$ cat config.mk
export PLATFORM = sky130hd
export DESIGN_NAME = register_universal
export DESIGN_NICKNAME = d
export VERILOG_FILES = /design/src/rtl/register_pkg.sv /design/src/rtl/register_next_state.sv /design/src/rtl/register_universal.sv
export SDC_FILE = /design/constraint.sdc
export NUM_CORES = 1
export LEC_CHECK = 0
export ABC_AREA = 1
export CORE_MARGIN = 2
export CORE_UTILIZATION = 29
export DETAILED_ROUTE_END_ITERATION = 6
export DONT_BUFFER_PORTS = 1
export GPL_TIMING_DRIVEN = 0
export SLEW_MARGIN = 20
export SYNTH_ARGS = -nofsm -noshare
export SYNTH_HDL_FRONTEND = slang
export SYNTH_SLANG_ARGS = --single-unit
$ cat constraint.sdc
create_clock -name CLK -period 1.9 [get_ports CLK]
set_clock_uncertainty 0.05 [all_clocks]
set_input_delay 0.095 -clock CLK [delete_from_list [all_inputs] [get_ports CLK]]
set_output_delay 0.095 -clock CLK [all_outputs]
set_load 0.01 [all_outputs]
$ cat src/rtl/register_pkg.sv
// Shared MODE encodings for the universal register and its next-state logic.
package register_pkg;

  localparam int MODE_W = 3;

  localparam logic [MODE_W-1:0] MODE_HOLD = 3'b000;
  localparam logic [MODE_W-1:0] MODE_LOAD = 3'b001;
  localparam logic [MODE_W-1:0] MODE_SHL  = 3'b010;
  localparam logic [MODE_W-1:0] MODE_SHR  = 3'b011;
  localparam logic [MODE_W-1:0] MODE_ROL  = 3'b100;
  localparam logic [MODE_W-1:0] MODE_ROR  = 3'b101;
  localparam logic [MODE_W-1:0] MODE_INC  = 3'b110;
  localparam logic [MODE_W-1:0] MODE_DEC  = 3'b111;

endpackage

$ cat src/rtl/register_next_state.sv
// Combinational next-state for the universal register: one MODE per cycle,
// producing next contents, serial-out bit and carry/borrow.
module register_next_state
  import register_pkg::*;
#(
  parameter int WIDTH = 8
) (
  input  logic [WIDTH-1:0]  q_i,
  input  logic [WIDTH-1:0]  d_i,
  input  logic              sin_i,
  input  logic [MODE_W-1:0] mode_i,
  input  logic              sout_i,
  input  logic              co_i,
  output logic [WIDTH-1:0]  q_o,
  output logic              sout_o,
  output logic              co_o
);

  // Arithmetic is one bit wider so the MSB directly yields carry or borrow.
  logic [WIDTH:0] inc_sum;
  logic [WIDTH:0] dec_diff;

  assign inc_sum  = {1'b0, q_i} + {{WIDTH{1'b0}}, 1'b1};
  assign dec_diff = {1'b0, q_i} - {{WIDTH{1'b0}}, 1'b1};

  always_comb begin
    q_o    = q_i;
    sout_o = sout_i;
    co_o   = co_i;
    case (mode_i)
      MODE_LOAD: q_o = d_i;
      MODE_SHL: begin
        q_o    = {q_i[WIDTH-2:0], sin_i};
        sout_o = q_i[WIDTH-1];
      end
      MODE_SHR: begin
        q_o    = {sin_i, q_i[WIDTH-1:1]};
        sout_o = q_i[0];
      end
      MODE_ROL: begin
        q_o    = {q_i[WIDTH-2:0], q_i[WIDTH-1]};
        sout_o = q_i[WIDTH-1];
      end
      MODE_ROR: begin
        q_o    = {q_i[0], q_i[WIDTH-1:1]};
        sout_o = q_i[0];
      end
      MODE_INC: begin
        q_o  = inc_sum[WIDTH-1:0];
        co_o = inc_sum[WIDTH];
      end
      MODE_DEC: begin
        q_o  = dec_diff[WIDTH-1:0];
        co_o = dec_diff[WIDTH];
      end
      default: ;
    endcase
  end

endmodule

$ cat src/rtl/register_universal.sv
// Universal register: flops with CLR-over-EN priority and a combinational zero flag.
module register_universal
  import register_pkg::*;
#(
  parameter int WIDTH = 8
) (
  input  logic              CLK,
  input  logic              CLR,
  input  logic              EN,
  input  logic [MODE_W-1:0] MODE,
  input  logic [WIDTH-1:0]  D,
  input  logic              SIN,
  output logic [WIDTH-1:0]  Q,
  output logic              SOUT,
  output logic              CO,
  output logic              ZERO
);

  logic [WIDTH-1:0] q_q, q_d;
  logic             sout_q, sout_d;
  logic             co_q, co_d;

  register_next_state #(.WIDTH(WIDTH)) u_next (
    .q_i    (q_q),
    .d_i    (D),
    .sin_i  (SIN),
    .mode_i (MODE),
    .sout_i (sout_q),
    .co_i   (co_q),
    .q_o    (q_d),
    .sout_o (sout_d),
    .co_o   (co_d)
  );

  always_ff @(posedge CLK) begin
    if (CLR) begin
      q_q    <= '0;
      sout_q <= 1'b0;
      co_q   <= 1'b0;
    end else if (EN) begin
      q_q    <= q_d;
      sout_q <= sout_d;
      co_q   <= co_d;
    end
  end

  assign Q    = q_q;
  assign SOUT = sout_q;
  assign CO   = co_q;
  assign ZERO = (q_q == '0);

endmodule

After elaboration in Yosys (flattened, before gate mapping)
Index checks and enable logic that the tools add are counted.
{"block": "totals", "ff_bits": 10, "latch_bits": 0, "mem_bits_rw": 0, "rom_bits": 0, "in_bits": 15, "word_cells": 24, "n_memories": 0}
{"block": "op_classes", "add_sub_neg": 2, "n_mul": 0, "n_div": 0, "magnitude_cmp": 0, "n_eq_ne": 7, "shift": 0, "n_mux": 3, "n_bitwise": 0, "n_reduce_logical": 9}
{"cell": "case mux 8 bit (7 select lines)", "n": 1}
{"cell": "== test 3 bit (second input constant)", "n": 4}
{"cell": "adder 8 x 1 -> 9 bit (second input constant)", "n": 1}
{"cell": "subtractor 8 x 1 -> 9 bit (second input constant)", "n": 1}
{"cell": "zero test 8 bit", "n": 1}
{"cell": "nonzero test 7 bit", "n": 1}
{"cell": "== test 3 x 2 -> 1 bit (second input constant)", "n": 2}
{"cell": "AND reduction 2 bit", "n": 3}
{"cell": "case mux 1 bit (2 select lines)", "n": 2}
{"cell": "nonzero test 2 bit", "n": 2}
{"cell": "OR reduction 2 bit", "n": 2}
{"cell": "== test 3 x 1 -> 1 bit (second input constant)", "n": 1}

Depth between registers and ports, before layout
Gate-level depths: netlist of the first run.
{"block": "logic_depth", "depth_word": 4, "depth_mapped": 10}

Hierarchy
Synthesis of the first run repeated with hierarchy kept, for this count alone.
{"block": "hier_totals", "cells_unflattened": 211, "hier_area_um2": 1143.6}
{"mod": "register_next_state", "n_inst": 1, "cells_each": 161, "area_per_inst_um2": 768.2, "seq_area_each_um2": 0.0}
{"mod": "register_universal", "n_inst": 1, "cells_each": 50, "area_per_inst_um2": 375.4, "seq_area_each_um2": 200.2}

Least setup slack after synthesis of the first run
OpenSTA, ideal clock, no wires.
{"block": "synth_path", "path_kind": "flip-flop to flip-flop", "from": "register q_q[0], in the netlist Q[0]", "to": "register q_q[4], in the netlist Q[4]", "setup_time_ns": 0.133, "t_arrival_ns": 1.314, "t_required_ns": 1.717, "path_slack_ns": 0.403, "path_stages_with_launch": 9, "period_less_slack_ns": 1.497, "path_cell_list": "dfxtp_1 > inv_1 > ha_1 > nand2_1 > o21ai_0 > nand3_1 > nand2_1 > o21ai_1 > a21oi_1"}
{"block": "synth_between", "elab_chain_len": 2, "elab_cells_between_ends": 3, "classes_between": "2 x add/sub; 1 x mux"}
{"item": "start: declaration", "line": "register_universal.sv:19", "source": "logic [WIDTH-1:0] q_q, q_d;"}
{"item": "start signal: assignment", "line": "register_universal.sv:41", "source": "q_q <= q_d;"}
{"item": "subtractor 8 x 1 -> 9 bit or adder 8 x 1 -> 9 bit (tied branches)", "line": "register_next_state.sv:24, register_next_state.sv:23"}
{"item": "case mux 8 bit (7 select lines) (*)", "line": "register_next_state.sv:30", "source": "case (mode_i)"}
Mark *: on every way between the ends. The rest lies on a longest branch, timed or not.
A chain may end at the register's enable or synchronous reset.

Worst setup path in the final report of the first run
{"block": "layout_path", "from": "register q_q[1], in the netlist Q[1]", "to": "register q_q[6], in the netlist Q[6]"}
The elaborated chain is that of the path after synthesis.

==> results.sh, run 1 <==
export IMPL_timing_worst_slew_pin_value_ns=0.496
export IMPL_wirelength_mm=3.30
export IMPL_grt_pass1_vias=1183
export IMPL_final_min_clock_period_ns=1.77
export IMPL_yosys_area_top_type_share_pct=17.7
export IMPL_rows=22
export IMPL_dieHeight_um=66.4
export IMPL_clock_power_share_pct=37.0
export IMPL_power_total_uw=753
export IMPL_num_antenna_cells=0
export IMPL_max_slew_violations=0
export IMPL_dp_final_hpwl_mm=2.53
export IMPL_met2_wirelength_mm=1.41
export IMPL_worstPathCellList="ha_1 -> nand2_1 -> nor2_1 -> nand3_1 -> nand3_1 -> nand3_1 -> nand2_1 -> a21oi_2"
export IMPL_min_to="SOUT"
export IMPL_cts_htree_levels=1
export IMPL_wl_met3_um=259
export IMPL_cp_data_required_time_ns=1.96
export IMPL_post_synth_top_area_cell="sky130_fd_sc_hd__dfxtp_1"
export IMPL_grt_max_degree=11
export IMPL_grt_pass1_wl_mm=5.57
export IMPL_cap_viol_max_count=0
export IMPL_timing_max_slew_rel_slack_pct=66.9
export IMPL_yosys_cell_types_count=29
export IMPL_cts_buffer_depth=2
export IMPL_io_buffers=0
export IMPL_crit_path_max_fanout=8
export IMPL_grt_setup_unrepaired="no"
export IMPL_area_growth_syn_to_layout_pct=11.2
export IMPL_final_hold_violation_count=0
export IMPL_firstDrtPassIters=4
export IMPL_grt_util_all_layers_pct=16.2
export IMPL_insertion_delay_to_the_later_sink_of_the_worst_skew_pair_ns=0.24
export IMPL_yosys_warnings=0
export IMPL_root_buffer="sky130_fd_sc_hd__clkbuf_8"
export IMPL_power_combinational_fraction_pct=30.3
export IMPL_synth_area_top_cells="sky130_fd_sc_hd__dfxtp_1, sky130_fd_sc_hd__nand2_1, sky130_fd_sc_hd__nand3_1, sky130_fd_sc_hd__nor2_1, sky130_fd_sc_hd__inv_1"
export IMPL_coreArea_um2=3720
export IMPL_met1_length_mm=1.62
export IMPL_finish_net_count=224
export IMPL_netSwitchingFraction_pct=35.5
export IMPL_die_area_um2=4410
export IMPL_via_cell_ratio=5.03
export IMPL_pin_count=26
export IMPL_setup_violations=0
export IMPL_path_common_cell="sky130_fd_sc_hd__nand3_1"
export IMPL_cell_internal_pwr_uw=486
export IMPL_final_setup_tns_ns=0
export IMPL_synthesis_area_per_instance_um2=5.65
export IMPL_synthesis_nets=218
export IMPL_timing_critical_path_slowest_stage_cell="sky130_fd_sc_hd__dfxtp_1"
export IMPL_ant_nets=0
export IMPL_worstReg2RegEnd="Q[6]"
export IMPL_worstHoldStart="EN"
export IMPL_cts_tree="built"
export IMPL_drtIter0Drc=83
export IMPL_syn_cell_area_um2=1130
export IMPL_cell_depth_of_the_worst_hold_path=3
export IMPL_achievable_frequency_mhz=566
export IMPL_timing_critical_path_to_type="flip-flop"
export IMPL_result_of_the_run="completed"
export IMPL_remaining_global_route_overflow=0
export IMPL_r2r_start="Q[1]"
export IMPL_grt_antenna_before_repair=0
export IMPL_length_in_cells_of_the_worst_reg_to_reg_path=8
export IMPL_ys_seq_area_share_pct=17.7
export IMPL_timing_setup_critical_path_class="flip-flop to flip-flop"
export IMPL_synth_seq_cells=10
export IMPL_vias=1272
export IMPL_p_per_area_nw_per_um2=600
export IMPL_leakagePower_uw=0.000569
export IMPL_cts_sinks=10
export IMPL_syn_inst=200
export IMPL_net_switching_power_uw=267
export IMPL_initial_utilization_pct=30.4
export IMPL_dpl_ws_ns=0.102
export IMPL_final_critical_path_setup_slack_ns=0.134
export IMPL_detail_route_drc_violations=0
export IMPL_hp_class="primary input to flip-flop"
export IMPL_ff2ff_setup_slack_ns=0.13
export IMPL_critical_path_top_delay_family="simple AND/OR/NAND/NOR gates"
export IMPL_top_layer_used="met4"
export IMPL_cp_data_arrival_time_ns=1.83
export IMPL_worst_path_largest_cell_delay_ns=0.54
export IMPL_num_fill_cells=428
export IMPL_die_w_um=66.4
export IMPL_critical_path_n_buffers_inverters=0
export IMPL_p_seq_share_pct=32.7
export IMPL_gp_congestion=0.872
export IMPL_cp_launch_type="flip-flop"
export IMPL_path_clk_slew_ns=0.05
export IMPL_period_share_pct=92.9
export IMPL_wl_per_cell_um=13.0
export IMPL_fraction_of_final_layout_cells_sized_beyond_drive_strength_1_pct=12.7
export IMPL_cts_buffers_inserted=3
export IMPL_ir_worst_vdd_uv=256
## cells in the mapped netlist
cell type	instances
sky130_fd_sc_hd__nand3_1	30
sky130_fd_sc_hd__and3_1	1
sky130_fd_sc_hd__o211ai_1	3
sky130_fd_sc_hd__o21ai_4	1
sky130_fd_sc_hd__buf_6	3
sky130_fd_sc_hd__buf_1	1
sky130_fd_sc_hd__a21oi_1	9
sky130_fd_sc_hd__a21oi_2	2
sky130_fd_sc_hd__inv_1	17
sky130_fd_sc_hd__clkbuf_1	1
sky130_fd_sc_hd__nand4_1	4
sky130_fd_sc_hd__inv_4	1
sky130_fd_sc_hd__nor2_4	1
sky130_fd_sc_hd__nor3_1	1
sky130_fd_sc_hd__nand2_1	52
sky130_fd_sc_hd__ha_1	3
sky130_fd_sc_hd__inv_2	2
sky130_fd_sc_hd__o21ai_0	8
sky130_fd_sc_hd__or2_2	1
sky130_fd_sc_hd__o21ai_1	4
sky130_fd_sc_hd__nand3b_1	1
sky130_fd_sc_hd__o21ai_2	1
sky130_fd_sc_hd__nand2_4	1
sky130_fd_sc_hd__nor2_1	34
sky130_fd_sc_hd__buf_2	5
sky130_fd_sc_hd__nand2_2	1
sky130_fd_sc_hd__nand3_2	1
sky130_fd_sc_hd__dfxtp_1	10
sky130_fd_sc_hd__a41oi_2	1
## routing by layer
| metal | vias up | GRT usage [%] |
|---|---|---|
| li1 | 663 | - |
| met1 | 565 | 22.5 |
| met2 | 39 | 24.5 |
| met3 | 5 | 4.94 |
| met4 | 0 | 3.57 |
| met5 | - | 0 |
## per-stage QoR
stage	utilization (%)	hold slack, ns	std cells	area (um^2)
after floorplan	-	0.232	200	1130
after global placement	32.0	0.247	248	1190
after detailed placement	32.0	0.249	248	1190
after CTS	33.8	0.0780	253	1250
after global routing	33.8	0.126	253	1260
final	33.8	0.0765	253	1260
## worst min-delay path, stage by stage
cell	delay (ns)
sky130_fd_sc_hd__o21ai_1	0.09
sky130_fd_sc_hd__a21oi_1	0.08
sky130_fd_sc_hd__nor2_1	0.07
## cell families (layout without fill, tap and decap cells)
family / Yosys count / after routing / share of synthesized area, %
AND/OR/NAND/NOR: 128 / 128 / 49.7
flip-flops: 10 / 10 / 17.7
adder cells (fa/ha/maj): 3 / 3 / 3.32
AO/OA/AOI/OAI: 29 / 29 / 16.5
buffers and inverters: 30 / 35 / 12.7
## cell type report
cell class / instances / area (um^2) / share of cell area (%)
inverter: 20 / 77.6 / 6.18
tap: 48 / 60.1 / 4.78
buffer: 10 / 66.3 / 5.28
clock buffer: 4 / 55.1 / 4.38
multi-input combinational: 160 / 786 / 62.6
sequential: 10 / 201 / 16.0
timing repair buffer: 1 / 10.0 / 0.797
## sequential cells by signal (all words and copies together), names as in the netlist
register  count
SOUT          1
CO            1
Q             8
## power by group through the flow
stage                     sequential, uW  clock [uW]  combinational [uW]
after floorplan                      245           0                 181
after global placement               251           0                 224
after detailed placement             251           0                 225
after CTS                            246         282                 228
after global routing                 249         290                 265
final                                246         279                 228
## layout by cell type (no fill, tap or decap)
master,instances
sky130_fd_sc_hd__nand2_1,52
sky130_fd_sc_hd__nor2_1,34
sky130_fd_sc_hd__nand3_1,30
sky130_fd_sc_hd__inv_1,17
sky130_fd_sc_hd__dfxtp_1,9
sky130_fd_sc_hd__a21oi_1,9
sky130_fd_sc_hd__o21ai_0,8
sky130_fd_sc_hd__buf_2,5
sky130_fd_sc_hd__o21ai_1,4
sky130_fd_sc_hd__nand4_1,4
sky130_fd_sc_hd__clkbuf_8,4
sky130_fd_sc_hd__buf_6,3
sky130_fd_sc_hd__o211ai_1,3
sky130_fd_sc_hd__ha_1,3
sky130_fd_sc_hd__inv_2,2
sky130_fd_sc_hd__a21oi_2,2
sky130_fd_sc_hd__dfxtp_2,1
sky130_fd_sc_hd__clkbuf_1,1
sky130_fd_sc_hd__nor3_1,1
sky130_fd_sc_hd__and3_1,1
sky130_fd_sc_hd__buf_1,1
sky130_fd_sc_hd__inv_4,1
sky130_fd_sc_hd__nand3_2,1
sky130_fd_sc_hd__nand2_2,1
sky130_fd_sc_hd__o21ai_2,1
sky130_fd_sc_hd__nand2_4,1
sky130_fd_sc_hd__o21ai_4,1
sky130_fd_sc_hd__nor2_4,1
sky130_fd_sc_hd__nand3b_1,1
sky130_fd_sc_hd__or2_2,1
sky130_fd_sc_hd__a41oi_2,1
sky130_fd_sc_hd__dlygate4sd3_1,1
## worst max path at each step
stage,from,to,cells past startpoint
finish,Q[1],Q[6],8
global route,Q[1],Q[2],8
CTS,Q[0],Q[4],8
detailed placement,Q[0],Q[2],8
global placement,Q[0],Q[2],8
floorplan,Q[0],Q[4],8
## timing repair
action | CTS | global route
gates resized for setup | 0 | 1
endpoints found under the hold margin | 1 | 0
hold buffers | 1 | 0
endpoints found under the setup margin | 0 | 4
buffers inserted | 0 | 0
(Power assumes the default switching activity.)
==> run 2: changes to the inputs <==
Settings changed: SETUP_SLACK_MARGIN set to 0.15.
==> run 2 against run 1 <==
  * Hold slack gained 0.0061 ns
  * Combinational power grew 3%
  * Sequential cell count is the same
  * Cell count grew 0.79%
  * Core utilization grew 0.81 points
  * Critical path depth shrank 1
  * Fmax grew 6.8%
  * First-iteration DRC count shrank 11%
  * Clock power is essentially flat
  * Global-route usage is essentially flat
  * Register-to-register slack gained 0.11 ns
  * Count of clock-buffer cells in the layout is the same
  * Largest cell class unchanged
==> results.sh, run 2 (synthesis gave the netlist of run 1 again) <==
export IMPL_register_area_um2=205
export IMPL_dieHeight_um=66.4
export IMPL_p_per_area_nw_per_um2=590
export IMPL_die_area_um2=4410
export IMPL_drtIter0Drc=74
export IMPL_initial_utilization_pct=30.4
export IMPL_cts_tree="built"
export IMPL_gp_congestion=0.872
export IMPL_grt_max_degree=11
export IMPL_coreArea_um2=3720
export IMPL_cap_viol_max_count=0
export IMPL_wirelength_mm=3.35
export IMPL_grt_pass1_vias=1182
export IMPL_vias=1274
export IMPL_root_buffer="sky130_fd_sc_hd__clkbuf_8"
export IMPL_length_in_cells_of_the_worst_reg_to_reg_path=7
export IMPL_worstReg2RegEnd="CO"
export IMPL_dp_final_hpwl_mm=2.53
export IMPL_setup_violations=0
export IMPL_cts_sinks=10
export IMPL_insertion_delay_to_the_later_sink_of_the_worst_skew_pair_ns=0.24
export IMPL_grt_util_all_layers_pct=16.3
export IMPL_cp_data_required_time_ns=2.04
export IMPL_grt_setup_unrepaired="no"
export IMPL_ff2ff_setup_slack_ns=0.25
export IMPL_firstDrtPassIters=4
export IMPL_area_occupied_by_multi_input_gates_um2=786
export IMPL_result_of_the_run="completed"
export IMPL_path_clk_slew_ns=0.05
export IMPL_largest_register_ff_count=8
export IMPL_clock_power_share_pct=36.5
export IMPL_cp_capture_point="CO"
export IMPL_wl_per_cell_um=13.1
export IMPL_num_antenna_cells=0
export IMPL_detail_route_drc_violations=0
export IMPL_grt_pass1_wl_mm=5.58
export IMPL_num_fill_cells=425
export IMPL_cp_data_arrival_time_ns=1.79
export IMPL_final_min_clock_period_ns=1.65
export IMPL_fraction_of_final_layout_cells_sized_beyond_drive_strength_1_pct=14.0
export IMPL_p_seq_share_pct=32.5
export IMPL_max_slew_violations=0
export IMPL_timing_max_slew_rel_slack_pct=63.8
export IMPL_finish_net_count=226
export IMPL_ant_nets=0
export IMPL_timing_setup_critical_path_class="flip-flop to flip-flop"
export IMPL_cts_htree_levels=1
export IMPL_mostFrequentLayoutCell="sky130_fd_sc_hd__nand2_1"
export IMPL_ir_worst_vdd_uv=262
export IMPL_remaining_global_route_overflow=0
export IMPL_io_buffers=0
export IMPL_net_switching_power_uw=268
export IMPL_pin_count=26
export IMPL_final_hold_violation_count=0
export IMPL_crit_path_max_fanout=8
export IMPL_most_common_layout_cells="sky130_fd_sc_hd__nand2_1, sky130_fd_sc_hd__nor2_1, sky130_fd_sc_hd__nand3_1, sky130_fd_sc_hd__inv_1, sky130_fd_sc_hd__a21oi_1"
export IMPL_period_share_pct=87.0
export IMPL_netSwitchingFraction_pct=35.3
export IMPL_final_setup_tns_ns=0
export IMPL_leakagePower_uw=0.000592
export IMPL_cts_buffer_depth=2
export IMPL_die_w_um=66.4
export IMPL_grt_antenna_before_repair=0
export IMPL_cts_buffers_inserted=3
export IMPL_power_combinational_fraction_pct=31.0
export IMPL_cell_internal_pwr_uw=490
export IMPL_r2r_start="Q[1]"
export IMPL_fin_worst_hold_slack_ns=0.0827
export IMPL_startpoint="Q[1]"
export IMPL_via_cell_ratio=5.00
export IMPL_cp_launch_type="flip-flop"
export IMPL_achievable_frequency_mhz=605
export IMPL_hp_class="primary input to flip-flop"
export IMPL_timing_critical_path_to_type="flip-flop"
export IMPL_timing_worst_slew_pin_value_ns=0.543
export IMPL_rows=22
export IMPL_area_growth_syn_to_layout_pct=13.8
## run 2: changes by cell type in the layout (fill, tap and decap cells not counted)
cell	change
sky130_fd_sc_hd__dfxtp_1	-1
sky130_fd_sc_hd__dfxtp_4	+1
sky130_fd_sc_hd__inv_1	-1
sky130_fd_sc_hd__buf_2	-1
sky130_fd_sc_hd__clkbuf_4	+1
sky130_fd_sc_hd__clkinvlp_4	+1
sky130_fd_sc_hd__dlymetal6s2s_1	+1
sky130_fd_sc_hd__buf_4	+1
## run 2: how the worst min path moves through the flow
stage	slack (ns)	start	endpoint	cells past startpoint
final	0.08	EN	SOUT	3
after global routing	0.13	D[6]	Q[6]	4
after CTS	0.08	EN	SOUT	3
after detailed placement	0.25	D[1]	Q[1]	2
after global placement	0.25	D[1]	Q[1]	2
after floorplan	0.23	D[1]	Q[1]	2
## run 2: critical path, stage by stage (launching register included)
cell and delay [ns]:
sky130_fd_sc_hd__dfxtp_2 0.44, sky130_fd_sc_hd__ha_1 0.20, sky130_fd_sc_hd__nand2_1 0.11, sky130_fd_sc_hd__nor2_1 0.22, sky130_fd_sc_hd__nand3_1 0.17, sky130_fd_sc_hd__o211ai_1 0.23
sky130_fd_sc_hd__o211ai_1 0.12, sky130_fd_sc_hd__inv_1 0.06
## run 2: power by group through the flow
stage / registers [uW] / clock network, uW / logic [uW]
floorplan: 245 / 0 / 181
global placement: 251 / 0 / 224
detailed placement: 251 / 0 / 225
CTS: 246 / 282 / 228
global route: 249 / 289 / 272
finish: 246 / 277 / 235
## run 2: metal layers
layer	vias up	wire length [um]	part of all wire, %	GRT usage, %
met1	576	1670	50	22.6
met5	-	0	0	0
met4	0	8	0.24	3.57
li1	666	-	-	-
met2	30	1470	44	24.5
met3	2	201	6.0	4.94
## run 2: final cells by class
cell class / count / area share, %
plain buffers: 10 / 5.35
clock buffers: 4 / 4.28
inverters: 20 / 6.32
multi-input cells: 160 / 61.1
flip-flops and latches: 10 / 16.0
well taps: 48 / 4.67
repair buffers: 3 / 2.33
## run 2: through the flow
step / power (uW) / cells / setup WS [ns] / cell area, um^2 / utilization [%]
after detailed placement: 476 / 248 / 0.102 / 1190 / 32.0
after global routing: 810 / 255 / 0.163 / 1290 / 34.6
after global placement: 474 / 248 / 0.106 / 1190 / 32.0
after CTS: 756 / 253 / 0.152 / 1260 / 33.8
after floorplan: 426 / 200 / 0.403 / 1130 / -
final: 758 / 255 / 0.247 / 1290 / 34.6
## run 2: timing repair
| item | 4_1_cts | 5_1_grt |
|---|---|---|
| gates resized for setup | 1 | 4 |
| cloned | 0 | 0 |
| setup endpoints to repair | 4 | 4 |
| setup buffers | 0 | 2 |
| endpoints found under the hold margin | 1 | 0 |
| hold buffers | 1 | 0 |
==> run 3: changes to the inputs <==
Settings changed: ABC_AREA 1 to unset.
==> run 3 against run 2 <==
  * Sequential power grew 5%
  * Synthesized cell count shrank 28%
  * Power grew 7.2%
  * Die area shrank 0.72%
  * First-iteration DRC count shrank 31%
  * Critical path depth shrank 1
  * Hold slack lost 0.073 ns
  * Combinational power grew 36%
  * Sequential cell count is the same
  * Register-to-register slack lost 0.09 ns
  * Design area grew 4.8%
  * Global-route usage grew 0.54 points
  * Largest power group is now combinational cells
==> results.sh, run 3 <==
export IMPL_cts_buffer_depth=2
export IMPL_worst_path_stages=6
export IMPL_fin_worst_hold_slack_ns=0.00924
export IMPL_length_in_cells_of_the_worst_reg_to_reg_path=6
export IMPL_grt_util_all_layers_pct=16.8
export IMPL_cap_viol_max_count=0
export IMPL_wirelength_mm=3.67
export IMPL_cts_buffers_inserted=3
export IMPL_critical_path_top_delay_family="simple AND/OR/NAND/NOR gates"
export IMPL_mostFrequentLayoutCell="sky130_fd_sc_hd__nand2_1"
export IMPL_root_buffer="sky130_fd_sc_hd__clkbuf_8"
export IMPL_finish_net_count=172
export IMPL_p_per_area_nw_per_um2=603
export IMPL_dp_final_hpwl_mm=2.47
export IMPL_via_cell_ratio=6.19
export IMPL_ys_seq_area_share_pct=17.9
export IMPL_timing_worst_slew_pin_value_ns=0.798
export IMPL_final_core_utilization_pct=36.5
export IMPL_cp_data_arrival_time_ns=1.82
export IMPL_insertion_delay_to_the_later_sink_of_the_worst_skew_pair_ns=0.24
export IMPL_worstPathCellList="inv_4 -> ha_4 -> or3b_4 -> or3_1 -> a31oi_1 -> o21ai_1"
export IMPL_num_fill_cells=404
export IMPL_syn_inst=143
export IMPL_ant_nets=0
export IMPL_synth_seq_cells=10
export IMPL_timing_critical_path_slowest_stage_cell="sky130_fd_sc_hd__or3b_4"
export IMPL_wl_per_cell_um=18.4
export IMPL_coreArea_um2=3690
export IMPL_yosys_cell_types_count=50
export IMPL_cp_data_required_time_ns=1.98
export IMPL_cts_tree="built"
export IMPL_synth_enable_flop_cells=0
export IMPL_grt_antenna_before_repair=0
export IMPL_timing_critical_path_to_type="flip-flop"
export IMPL_grt_setup_unrepaired="yes"
export IMPL_die_w_um=66.2
export IMPL_gp_congestion=0.858
export IMPL_path_clk_slew_ns=0.05
export IMPL_synth_area_top_cells="sky130_fd_sc_hd__dfxtp_1, sky130_fd_sc_hd__mux2i_1, sky130_fd_sc_hd__a21oi_1, sky130_fd_sc_hd__buf_2, sky130_fd_sc_hd__a311oi_1"
export IMPL_achievable_frequency_mhz=574
export IMPL_num_antenna_cells=0
export IMPL_rows=22
export IMPL_grt_pass1_wl_mm=5.57
export IMPL_hp_class="primary input to flip-flop"
export IMPL_final_min_clock_period_ns=1.74
export IMPL_vias=1237
export IMPL_synth_commonest_cells="sky130_fd_sc_hd__nand2_1, sky130_fd_sc_hd__a21oi_1, sky130_fd_sc_hd__dfxtp_1, sky130_fd_sc_hd__buf_2, sky130_fd_sc_hd__nor2_1"
export IMPL_timing_setup_critical_path_class="flip-flop to flip-flop"
export IMPL_ir_worst_vdd_uv=460
export IMPL_yosys_area_top_type_share_pct=17.9
export IMPL_post_synth_top_area_cell="sky130_fd_sc_hd__dfxtp_1"
export IMPL_remaining_global_route_overflow=0
export IMPL_detail_route_drc_violations=0
export IMPL_synthesis_nets=161
export IMPL_cts_htree_levels=1
export IMPL_drtIter0Drc=51
export IMPL_most_common_layout_cells="sky130_fd_sc_hd__nand2_1, sky130_fd_sc_hd__a21oi_1, sky130_fd_sc_hd__buf_2, sky130_fd_sc_hd__nor2_1"
export IMPL_worst_path_largest_cell_delay_ns=0.41
export IMPL_leakagePower_uw=0.000492
export IMPL_max_slew_violations=0
export IMPL_critical_path_n_buffers_inverters=1
export IMPL_largest_register_ff_count=8
export IMPL_area_growth_syn_to_layout_pct=20.2
export IMPL_setup_violations=0
export IMPL_crit_path_max_fanout=7
export IMPL_period_share_pct=91.7
export IMPL_dominantRegCellSynth="sky130_fd_sc_hd__dfxtp_1"
export IMPL_final_hold_violation_count=0
export IMPL_pin_count=26
export IMPL_result_of_the_run="completed"
export IMPL_die_area_um2=4380
export IMPL_timing_max_slew_rel_slack_pct=46.5
export IMPL_firstDrtPassIters=4
export IMPL_synthesis_area_per_instance_um2=7.84
export IMPL_grt_max_degree=11
export IMPL_postSynth_asyncResetShare_pct=0
export IMPL_dieHeight_um=66.2
export IMPL_fraction_of_final_layout_cells_sized_beyond_drive_strength_1_pct=28.3
export IMPL_cts_sinks=10
export IMPL_cell_depth_of_the_worst_hold_path=2
export IMPL_syn_cell_area_um2=1120
export IMPL_grt_pass1_vias=1164
export IMPL_top_count_cell_post_synth="sky130_fd_sc_hd__nand2_1"
export IMPL_initial_utilization_pct=30.4
export IMPL_ff2ff_setup_slack_ns=0.16
export IMPL_yosys_warnings=0
export IMPL_cp_launch_type="flip-flop"
export IMPL_io_buffers=0
-- run 3: cell count changes after synthesis, moves of 5 or more --
cell and delta:
sky130_fd_sc_hd__mux2i_1 +7, sky130_fd_sc_hd__a311oi_1 +5, sky130_fd_sc_hd__nand3_1 -27, sky130_fd_sc_hd__nor2_1 -26
sky130_fd_sc_hd__inv_1 -13, sky130_fd_sc_hd__nand2_1 -41, sky130_fd_sc_hd__o21ai_0 -6
-- run 3: path summary, 6_finish.rpt --
path               end  startpoint
setup / recovery  Q[6]        Q[0]
hold / removal    Q[0]        D[0]
setup reg to reg  Q[6]        Q[0]
hold reg to reg   SOUT        SOUT
-- run 3: power by group --
group          internal [uW]  leakage (uW)  switching, uW
logic                    137      0.000387            182
clock network            140     0.0000216           94.5
registers                227     0.0000839           32.3
-- run 3: cell families (layout without fill, tap and decap cells) --
logic type,Yosys count,after routing,synth area share [%]
fa+ha+maj,3,3,3.35
compound gates,51,51,36.6
mux,9,9,8.26
buf+inv,19,28,8.04
flops,10,10,17.9
xor+xnor,2,2,1.56
simple gates,49,49,24.3
-- run 3: cell type report --
cell class | count | area [um^2] | share of cell area [%]
flip-flops and latches | 10 | 209 | 15.5
clock buffers | 3 | 41.3 | 3.06
inverters | 4 | 20.0 | 1.49
multi-input cells | 114 | 888 | 65.9
well taps | 48 | 60.1 | 4.46
repair buffers | 6 | 43.8 | 3.25
plain buffers | 15 | 85.1 | 6.31
-- run 3: layer usage --
layer / up-vias / global-route usage [%] / share of wire (%)
met5: - / 0 / 0
met4: 0 / 5.87 / 1.9
met3: 8 / 6.30 / 10
met2: 62 / 24.9 / 44
met1: 589 / 22.1 / 44
li1: 578 / - / -
-- run 3: stage by stage --
| stage | worst slack [ns] | instances | instance area, um^2 | TNS, ns | power [uW] |
|---|---|---|---|---|---|
| floorplan | 0.184 | 143 | 1120 | 0 | 467 |
| global placement | -0.00256 | 191 | 1180 | -0.00256 | 519 |
| detailed placement | -0.00658 | 191 | 1180 | -0.00658 | 525 |
| CTS | 0.154 | 198 | 1280 | 0 | 776 |
| global route | 0.0813 | 200 | 1350 | 0 | 848 |
| finish | 0.157 | 200 | 1350 | 0 | 813 |
-- run 3: what timing repair did --
action / CTS / global route
gates resized for setup: 11 / 14
endpoints found under the hold margin: 1 / 0
buffers inserted: 3 / 2
pin swaps: 2 / 7
endpoints found under the setup margin: 6 / 7
hold buffers: 1 / 0
